[src/rtl/alu_ctrl_pkg.sv]
// Shared encodings for the MIPS ALU control and multiply/divide unit.
// ALU codes, function fields, alu_op values and the MDU state type.
package alu_ctrl_pkg;

    localparam logic [3:0] ALU_AND = 4'b0000;
    localparam logic [3:0] ALU_OR  = 4'b0001;
    localparam logic [3:0] ALU_ADD = 4'b0010;
    localparam logic [3:0] ALU_SUB = 4'b0110;
    localparam logic [3:0] ALU_SLT = 4'b0111;
    localparam logic [3:0] ALU_NOR = 4'b1100;
    localparam logic [3:0] ALU_SRL = 4'b1101;
    localparam logic [3:0] ALU_SLL = 4'b1110;
    localparam logic [3:0] ALU_NOP = 4'b1111;

    localparam logic [5:0] F_ADD   = 6'b100000;
    localparam logic [5:0] F_SUB   = 6'b100010;
    localparam logic [5:0] F_AND   = 6'b100100;
    localparam logic [5:0] F_OR    = 6'b100101;
    localparam logic [5:0] F_SLT   = 6'b101010;
    localparam logic [5:0] F_SLL   = 6'b000000;
    localparam logic [5:0] F_SRL   = 6'b000010;
    localparam logic [5:0] F_NOR   = 6'b100111;
    localparam logic [5:0] F_MULT  = 6'b011000;
    localparam logic [5:0] F_MULTU = 6'b011001;
    localparam logic [5:0] F_DIV   = 6'b011010;
    localparam logic [5:0] F_DIVU  = 6'b011011;
    localparam logic [5:0] F_MFHI  = 6'b010000;
    localparam logic [5:0] F_MTHI  = 6'b010001;
    localparam logic [5:0] F_MFLO  = 6'b010010;
    localparam logic [5:0] F_MTLO  = 6'b010011;

    typedef enum logic [1:0] {
        OP_ADD   = 2'b00,
        OP_SUB   = 2'b01,
        OP_RTYPE = 2'b10,
        OP_OR    = 2'b11
    } alu_op_e;

    typedef enum logic [1:0] {
        S_IDLE,
        S_RUN,
        S_FIX
    } mdu_state_e;

endpackage

[src/rtl/mdu_iter.sv]
// Iterative radix-2 multiply (shift-add) / divide (restoring) datapath.
// Works on magnitudes; signs are reapplied combinationally in FIX.
module mdu_iter
    import alu_ctrl_pkg::*;
#(
    parameter int WIDTH = 32
) (
    input  logic             clk,
    input  logic             rst,
    input  logic             start,
    input  logic             sgn,
    input  logic             is_div,
    input  logic [WIDTH-1:0] a,
    input  logic [WIDTH-1:0] b,
    output logic             busy,
    output logic             done,
    output logic [WIDTH-1:0] hi,
    output logic [WIDTH-1:0] lo
);

    localparam int CNT_W = $clog2(WIDTH + 1);

    mdu_state_e state, next;
    logic [CNT_W-1:0] cnt;
    logic [WIDTH-1:0] acc, q, m;
    logic sa, sb, div_op, b_zero;

    logic [WIDTH-1:0] a_abs, b_abs;
    logic [WIDTH:0] sum, shl;
    logic [WIDTH-1:0] diff;
    logic ge;
    logic [2*WIDTH-1:0] prod, prod_s;
    logic [WIDTH-1:0] quo, rem;

    assign a_abs = (sgn & a[WIDTH-1]) ? -a : a;
    assign b_abs = (sgn & b[WIDTH-1]) ? -b : b;

    // acc/q form the product (mult) or remainder/quotient (div) pair
    assign sum  = {1'b0, acc} + (q[0] ? {1'b0, m} : '0);
    assign shl  = {acc, q[WIDTH-1]};
    assign ge   = shl >= {1'b0, m};
    assign diff = shl[WIDTH-1:0] - m;

    always_ff @(posedge clk) begin
        if (rst) state <= S_IDLE;
        else     state <= next;
    end

    always_comb begin
        next = state;
        case (state)
            S_IDLE: if (start) next = S_RUN;
            S_RUN:  if (cnt == CNT_W'(1)) next = S_FIX;
            S_FIX:  next = S_IDLE;
            default: next = S_IDLE;
        endcase
    end

    always_ff @(posedge clk) begin
        if (rst) begin
            cnt    <= '0;
            acc    <= '0;
            q      <= '0;
            m      <= '0;
            sa     <= 1'b0;
            sb     <= 1'b0;
            div_op <= 1'b0;
            b_zero <= 1'b0;
        end else if (state == S_IDLE) begin
            if (start) begin
                cnt    <= CNT_W'(WIDTH);
                acc    <= '0;
                q      <= is_div ? a_abs : b_abs;
                m      <= is_div ? b_abs : a_abs;
                sa     <= sgn & a[WIDTH-1];
                sb     <= sgn & b[WIDTH-1];
                div_op <= is_div;
                b_zero <= (b == '0);
            end
        end else if (state == S_RUN) begin
            cnt <= cnt - CNT_W'(1);
            if (div_op) begin
                acc <= ge ? diff : shl[WIDTH-1:0];
                q   <= {q[WIDTH-2:0], ge};
            end else begin
                acc <= sum[WIDTH:1];
                q   <= {sum[0], q[WIDTH-1:1]};
            end
        end
    end

    assign prod   = {acc, q};
    assign prod_s = (sa ^ sb) ? -prod : prod;
    assign quo    = (sa ^ sb) ? -q : q;
    assign rem    = sa ? -acc : acc;

    // divide by zero reports an all-ones quotient regardless of sign
    assign hi   = div_op ? rem : prod_s[2*WIDTH-1:WIDTH];
    assign lo   = div_op ? (b_zero ? '1 : quo) : prod_s[WIDTH-1:0];
    assign done = (state == S_FIX);
    assign busy = (state != S_IDLE);

endmodule

[src/rtl/alu_control_mdu.sv]
// ALU control decode plus multiply/divide unit with HI/LO and issue interlock.
// Decode is purely combinational; HI/LO update on mthi/mtlo or MDU completion.
module alu_control_mdu
    import alu_ctrl_pkg::*;
#(
    parameter int WIDTH = 32
) (
    input  logic             clk,
    input  logic             rst,
    input  logic [1:0]       alu_op,
    input  logic [5:0]       func,
    input  logic             valid,
    input  logic [WIDTH-1:0] op_a,
    input  logic [WIDTH-1:0] op_b,
    output logic [3:0]       alu_ctrl,
    output logic             illegal,
    output logic             stall,
    output logic             busy,
    output logic [WIDTH-1:0] mf_data,
    output logic             mf_sel
);

    logic md_func, md_op, accept, start;
    logic done;
    logic [WIDTH-1:0] hi_r, lo_r, res_hi, res_lo;

    always_comb begin
        alu_ctrl = ALU_NOP;
        illegal  = 1'b0;
        md_func  = 1'b0;
        unique case (alu_op)
            OP_ADD: alu_ctrl = ALU_ADD;
            OP_SUB: alu_ctrl = ALU_SUB;
            OP_OR:  alu_ctrl = ALU_OR;
            OP_RTYPE: begin
                case (func)
                    F_ADD: alu_ctrl = ALU_ADD;
                    F_SUB: alu_ctrl = ALU_SUB;
                    F_AND: alu_ctrl = ALU_AND;
                    F_OR:  alu_ctrl = ALU_OR;
                    F_SLT: alu_ctrl = ALU_SLT;
                    F_SLL: alu_ctrl = ALU_SLL;
                    F_SRL: alu_ctrl = ALU_SRL;
                    F_NOR: alu_ctrl = ALU_NOR;
                    F_MULT, F_MULTU, F_DIV, F_DIVU,
                    F_MFHI, F_MFLO, F_MTHI, F_MTLO: md_func = 1'b1;
                    default: illegal = 1'b1;
                endcase
            end
        endcase
    end

    assign md_op  = valid & md_func;
    assign stall  = busy & md_op;
    assign accept = md_op & ~stall;

    // func 0110xx: bit0 selects unsigned, bit1 selects divide
    assign start = accept & (func[5:2] == 4'b0110);

    assign mf_sel  = md_op & ((func == F_MFHI) | (func == F_MFLO));
    assign mf_data = (func == F_MFLO) ? lo_r : hi_r;

    mdu_iter #(
        .WIDTH(WIDTH)
    ) u_iter (
        .clk    (clk),
        .rst    (rst),
        .start  (start),
        .sgn    (~func[0]),
        .is_div (func[1]),
        .a      (op_a),
        .b      (op_b),
        .busy   (busy),
        .done   (done),
        .hi     (res_hi),
        .lo     (res_lo)
    );

    always_ff @(posedge clk) begin
        if (rst) begin
            hi_r <= '0;
            lo_r <= '0;
        end else if (done) begin
            hi_r <= res_hi;
            lo_r <= res_lo;
        end else if (accept) begin
            if (func == F_MTHI) hi_r <= op_a;
            if (func == F_MTLO) lo_r <= op_a;
        end
    end

endmodule

[config.mk]
export PLATFORM = sky130hd
export DESIGN_NAME = alu_control_mdu
export DESIGN_NICKNAME = d
export VERILOG_FILES = /design/src/rtl/alu_ctrl_pkg.sv /design/src/rtl/mdu_iter.sv /design/src/rtl/alu_control_mdu.sv
export SDC_FILE = /design/constraint.sdc
export NUM_CORES = 1
export LEC_CHECK = 0
export CAP_MARGIN = 20
export CORE_UTILIZATION = 45
export DETAILED_ROUTE_END_ITERATION = 10
export GPL_TIMING_DRIVEN = 0
export SLEW_MARGIN = 5
export SYNTH_ARGS = -nofsm -noshare
export SYNTH_HDL_FRONTEND = slang
export SYNTH_HIERARCHICAL = 1
export SYNTH_SLANG_ARGS = --single-unit
[constraint.sdc]
create_clock -name clk -period 8.7 [get_ports clk]
set_clock_uncertainty 0.15 [all_clocks]
set_input_delay 1.74 -clock clk [delete_from_list [all_inputs] [get_ports clk]]
set_output_delay 1.74 -clock clk [all_outputs]
set_load 0.005 [all_outputs]
Yosys cells after proc, flatten, opt, wreduce, memory -nomap -nowiden:

Index checks and enable logic that the tools add are counted.

* logic and storage cells: 110
* output and inout bits: 40
* flip-flop bits (word level): 172
* input port bits: 75

* order comparisons: 1
* multiplexer cells: 39
* bitwise gates (word level): 11
* $add $sub $neg: 8
* reductions and logical operators: 16
* equality and inequality tests: 24

Operator list (number)
* 32-bit 2-to-1 mux: 26
* 32-bit negation: 4
* 64-bit 2-to-1 mux: 1
* 64-bit negation: 1
* 6-bit by 5-bit equality test with 1-bit output, second input constant: 8
* 6-bit equality test, second input constant: 6
* 32-bit by 33-bit adder with 33-bit output: 1
* 33-bit by 32-bit >= comparator with 1-bit output: 1
* 32-bit zero test: 1
* 4-bit case mux with 8 select lines: 1
* 32-bit subtractor: 1
* 6-bit 2-to-1 mux: 3
* 4-bit case mux with 4 select lines: 1
* 16-bit OR reduction: 1
* 2-bit AND reduction: 5
* 2-bit nonzero test: 5
* 8-bit OR reduction: 1
* 1-bit AND: 7
* 2-bit equality test, second input constant: 3
* 6-bit by 1-bit equality test with 1-bit output, second input constant: 1
* 6-bit by 2-bit equality test with 1-bit output, second input constant: 1
* 6-bit zero test: 1
* 6-bit by 1-bit subtractor with 6-bit output, second input constant: 1
* 2-bit by 1-bit equality test with 1-bit output, second input constant: 2
* other kinds (10): 16

Logic depth before layout (Yosys ltp):

* depth in word-level cells: 11
* gate-level depth with buffers: 14
* depth with buffers taken out: 13

Modules after synthesis:

The synthesis kept the hierarchy.

Modules (own cells, without submodules)
* mdu_iter: area an instance 12326.8 um^2, cells an instance 1779, times used 1, sequential area each 2162.1 um^2
* alu_control_mdu: area an instance 3558.4 um^2, cells an instance 437, times used 1, sequential area each 1281.2 um^2

Worst setup path before layout:

No wires, ideal clock.

* path kind: input port to output port
* start: in func[5]
* end: out mf_data[10]
* buffers on the path: 3
* slack: 3.774 ns
* required time: 6.810 ns
* stages on the path: 6
* arrival time: 3.036 ns
* cell sequence: buf_2 nand2b_1 or4_4 buf_6 buf_12 mux2_4

* word-level cells in the longest chain between the ends: 2

RTL lines
* start, declared: RTL line alu_control_mdu.sv:11 `input logic [5:0] func,`
* 6-bit by 5-bit equality test with 1-bit output: RTL line alu_control_mdu.sv:61 `assign mf_data = (func == F_MFLO) ? lo_r : hi_r;`
* 32-bit 2-to-1 mux: RTL line alu_control_mdu.sv:61
* end, declared: RTL line alu_control_mdu.sv:19 `output logic [WIDTH-1:0] mf_data,`

Every way passes these cells.

Final worst setup path:

* start: in func[1]
* end: out mf_data[8]

Same word-level chain as after synthesis.

==> results.sh <==
export IMPL_critPathMostFrequentCell="clkdlybuf4s50_1"
export IMPL_grt_max_degree=17
export IMPL_grt_first_pass_wirelength_um=97600
export IMPL_finalSetupViolCount=0
export IMPL_place_gp_congestion=0.983
export IMPL_placement_rows=68
export IMPL_tightest_slew_ns=1.01
export IMPL_post_drt_wl_per_cell_um=23.4
export IMPL_crit_arrival_ns=4.13
export IMPL_drc=0
export IMPL_required_ns=6.81
export IMPL_worst_hold_path_type="flip-flop to flip-flop"
export IMPL_core_area_um2=34600
export IMPL_fmax_mhz=166
export IMPL_cts_setup_buffers=0
export IMPL_ant_nets=0
export IMPL_synth_ff_type="dfxtp_1"
export IMPL_fp_dieW_um=190
export IMPL_layout_nets=2495
export IMPL_vias_per_cell=6.18
export IMPL_synth_cell_area_um2=15900
export IMPL_cap_violations=0
export IMPL_numPortBuffers=112
export IMPL_layout_drive_gt1_share_pct=4.96
export IMPL_first_pass_iters=6
export IMPL_cpPeakStageDelay_ns=0.66
export IMPL_clockBufferDepth=2
export IMPL_yosys_warnings=6
export IMPL_numCtsBuffers=17
export IMPL_floorplan_initialDensity_pct=45.9
export IMPL_layout_commonest_cell="nand2_1"
export IMPL_path_class="input pin to output port"
export IMPL_critPathLaunchType="input pin"
export IMPL_track_usage_pct=36.1
export IMPL_post_route_period_util_pct=69.2
export IMPL_drv_slew=0
export IMPL_ir_worst_vdd_uv=148
export IMPL_final_cell_mix="312 x nand2_1, 283 x nor2_1, 172 x dfxtp_1"
export IMPL_avgSynthCellArea_um2=7.17
export IMPL_htreeDepth=4
export IMPL_synth_cell_types=81
export IMPL_clk_pin_slew_ns=0.07
export IMPL_cellPowerDensity_nw_per_um2=103
export IMPL_dp_hpwl_um=53100
export IMPL_cp_max_fo=10
export IMPL_vias=17400
export IMPL_nFillCells=3466
export IMPL_min_period_ns=6.02
export IMPL_rsz0062_at_grt="no"
export IMPL_antenna_found_initial=1
export IMPL_fin_tns_setup_ns=0
export IMPL_clkLatencyLatePin_ns=0.47
export IMPL_run_status="completed"
export IMPL_end_kind="output port"
export IMPL_crit_chain="clkdlybuf4s50_1 -> nand2b_2 -> or4_4 -> buf_6 -> buf_12 -> mux2_4 -> clkdlybuf4s50_1"
export IMPL_ios=115
export IMPL_first_iter_violations=1699
export IMPL_root_buffer="clkbuf_16"
export IMPL_max_slew_margin_rel_pct=32.9
export IMPL_crit_slowest_cell="clkdlybuf4s50_1"
export IMPL_ctsResizeCount=0
export IMPL_syn_nets=2363
export IMPL_tritoncts="built"
export IMPL_async_flop_share_pct=0
export IMPL_netlist_instances=2216
export IMPL_cts_hold_buffers=0
export IMPL_die_area_um2=36100
export IMPL_area_growth_pct=14.5
export IMPL_crit_family="buffers and inverters"
export IMPL_leakagePower_nw=7.25
export IMPL_multi_input_area_um2=11500
export IMPL_hold_viol_final=0
export IMPL_wl_um=66000
export IMPL_grt_overflow_total=0
export IMPL_timing_hold_ws_ns=0.304
export IMPL_synth_seq_area_share_pct=21.7
export IMPL_numClockSinks=172
export IMPL_synth_edf_count=0
export IMPL_ys_seq_elements=172
export IMPL_grt_pass1_vias=15900
export IMPL_dieHeight_um=190
export IMPL_seq_area_um2=3440
export IMPL_crit_buf_inv=4
-- registers in the layout (all words and copies together) (netlist names) --
signal and cells:
hi_r 32, lo_r 32, u_iter/acc 32, u_iter/b_zero 1, u_iter/cnt 6, u_iter/div_op 1, u_iter/m 32, u_iter/q 32
u_iter/sa 1, u_iter/sb 1, u_iter/state 2
-- report_power, final --
part	total [W]	switching [W]	internal, W
combinational	0.000247	0.000156	0.0000903
sequential	0.000790	0.00000166	0.000788
clock	0.000833	0.000370	0.000463
-- layout make-up --
cell class                      instances  share of cell area (%)
Multi-Input combinational cell       1812                    63.1
Sequential cell                       172                    18.9
Timing Repair Buffer                  113                    6.20
Buffer                                155                    3.73
Tap cell                              455                    3.13
Clock buffer                           19                    2.43
Inverter                               77                    1.59
Clock inverter                         12                   0.894
Antenna cell                            1                  0.0138
-- path summary, 6_finish.rpt --
check              startpoint           to  slack (ns)  depth (start not counted)
hold / removal    u_iter/m[9]  u_iter/m[9]        0.30                          2
hold reg to reg   u_iter/m[9]  u_iter/m[9]        0.30                          2
setup / recovery      func[1]   mf_data[8]        2.68                          7
setup reg to reg  u_iter/q[0]     hi_r[18]        4.01                         13
-- kinds of logic (layout without fill, tap and decap cells) --
| family | count (synthesis) | after routing | share of synthesized area [%] |
|---|---|---|---|
| flops | 172 | 172 | 21.7 |
| simple gates | 852 | 852 | 24.3 |
| xor+xnor | 170 | 170 | 9.37 |
| fa+ha+maj | 72 | 72 | 5.77 |
| other cells | 0 | 1 | 0 |
| mux | 100 | 100 | 7.29 |
| buf+inv | 232 | 376 | 6.09 |
| compound gates | 618 | 618 | 25.5 |
-- metal layers --
layer	up-vias	part of all wire, %	global-route usage [%]
met2	851	42	52.9
li1	8207	-	-
met4	4	3.3	12.8
met5	-	0.035	0
met3	103	10	9.92
met1	8245	45	50.2
-- worst reg2reg max path, stage by stage, from the launching register on --
cell and delay (ns):
dfxtp_1 0.41, inv_1 0.35, buf_1 0.68, ha_1 0.37
and4bb_1 0.34, nand3_2 0.18, or3_4 0.42, nor2_1 0.35
a21o_1 0.18, o22ai_1 0.16, o41ai_2 0.36, xnor2_1 0.14
nor2_1 0.34, a311oi_1 0.08
-- cell usage after synthesis, types with 9 or more instances --
cell | count | area, um2
nor2_1 | 283 | 1060
o21ai_0 | 126 | 631
nor2b_1 | 12 | 75.1
mux2i_1 | 65 | 651
a22oi_1 | 13 | 97.6
nor4_1 | 17 | 106
nand4_1 | 12 | 75.1
a21oi_1 | 162 | 811
and2_1 | 10 | 62.6
o22ai_1 | 11 | 68.8
a31oi_1 | 23 | 144
inv_1 | 75 | 282
o211ai_1 | 33 | 248
ha_1 | 70 | 876
nor3_1 | 60 | 300
nand3_1 | 29 | 145
xor2_1 | 69 | 604
mux2_4 | 30 | 450
o41ai_1 | 17 | 149
dfxtp_1 | 172 | 3440
a21o_1 | 42 | 315
or4_1 | 16 | 120
or3_1 | 22 | 138
or2_2 | 9 | 56.3
a211oi_1 | 42 | 315
nand2_1 | 312 | 1170
xnor2_1 | 101 | 885
nand2b_1 | 15 | 93.8
o31ai_1 | 19 | 143
a311oi_1 | 67 | 587
clkbuf_1 | 128 | 480
and3_1 | 16 | 100
-- through the flow --
stage               setup WS (ns)  total power [W]  util [%]  std cells  cell area, um2
floorplan                    3.77         0.000929         -       2216           15900
global placement             2.69          0.00104      50.8       2783           17600
detailed placement           2.68          0.00104      50.8       2783           17600
CTS                          2.67          0.00186      52.5       2814           18200
global route                 2.62          0.00191      52.5       2815           18200
finish                       2.68          0.00187      52.5       2816           18200
Note: power is estimated with default switching activity, not from simulation.
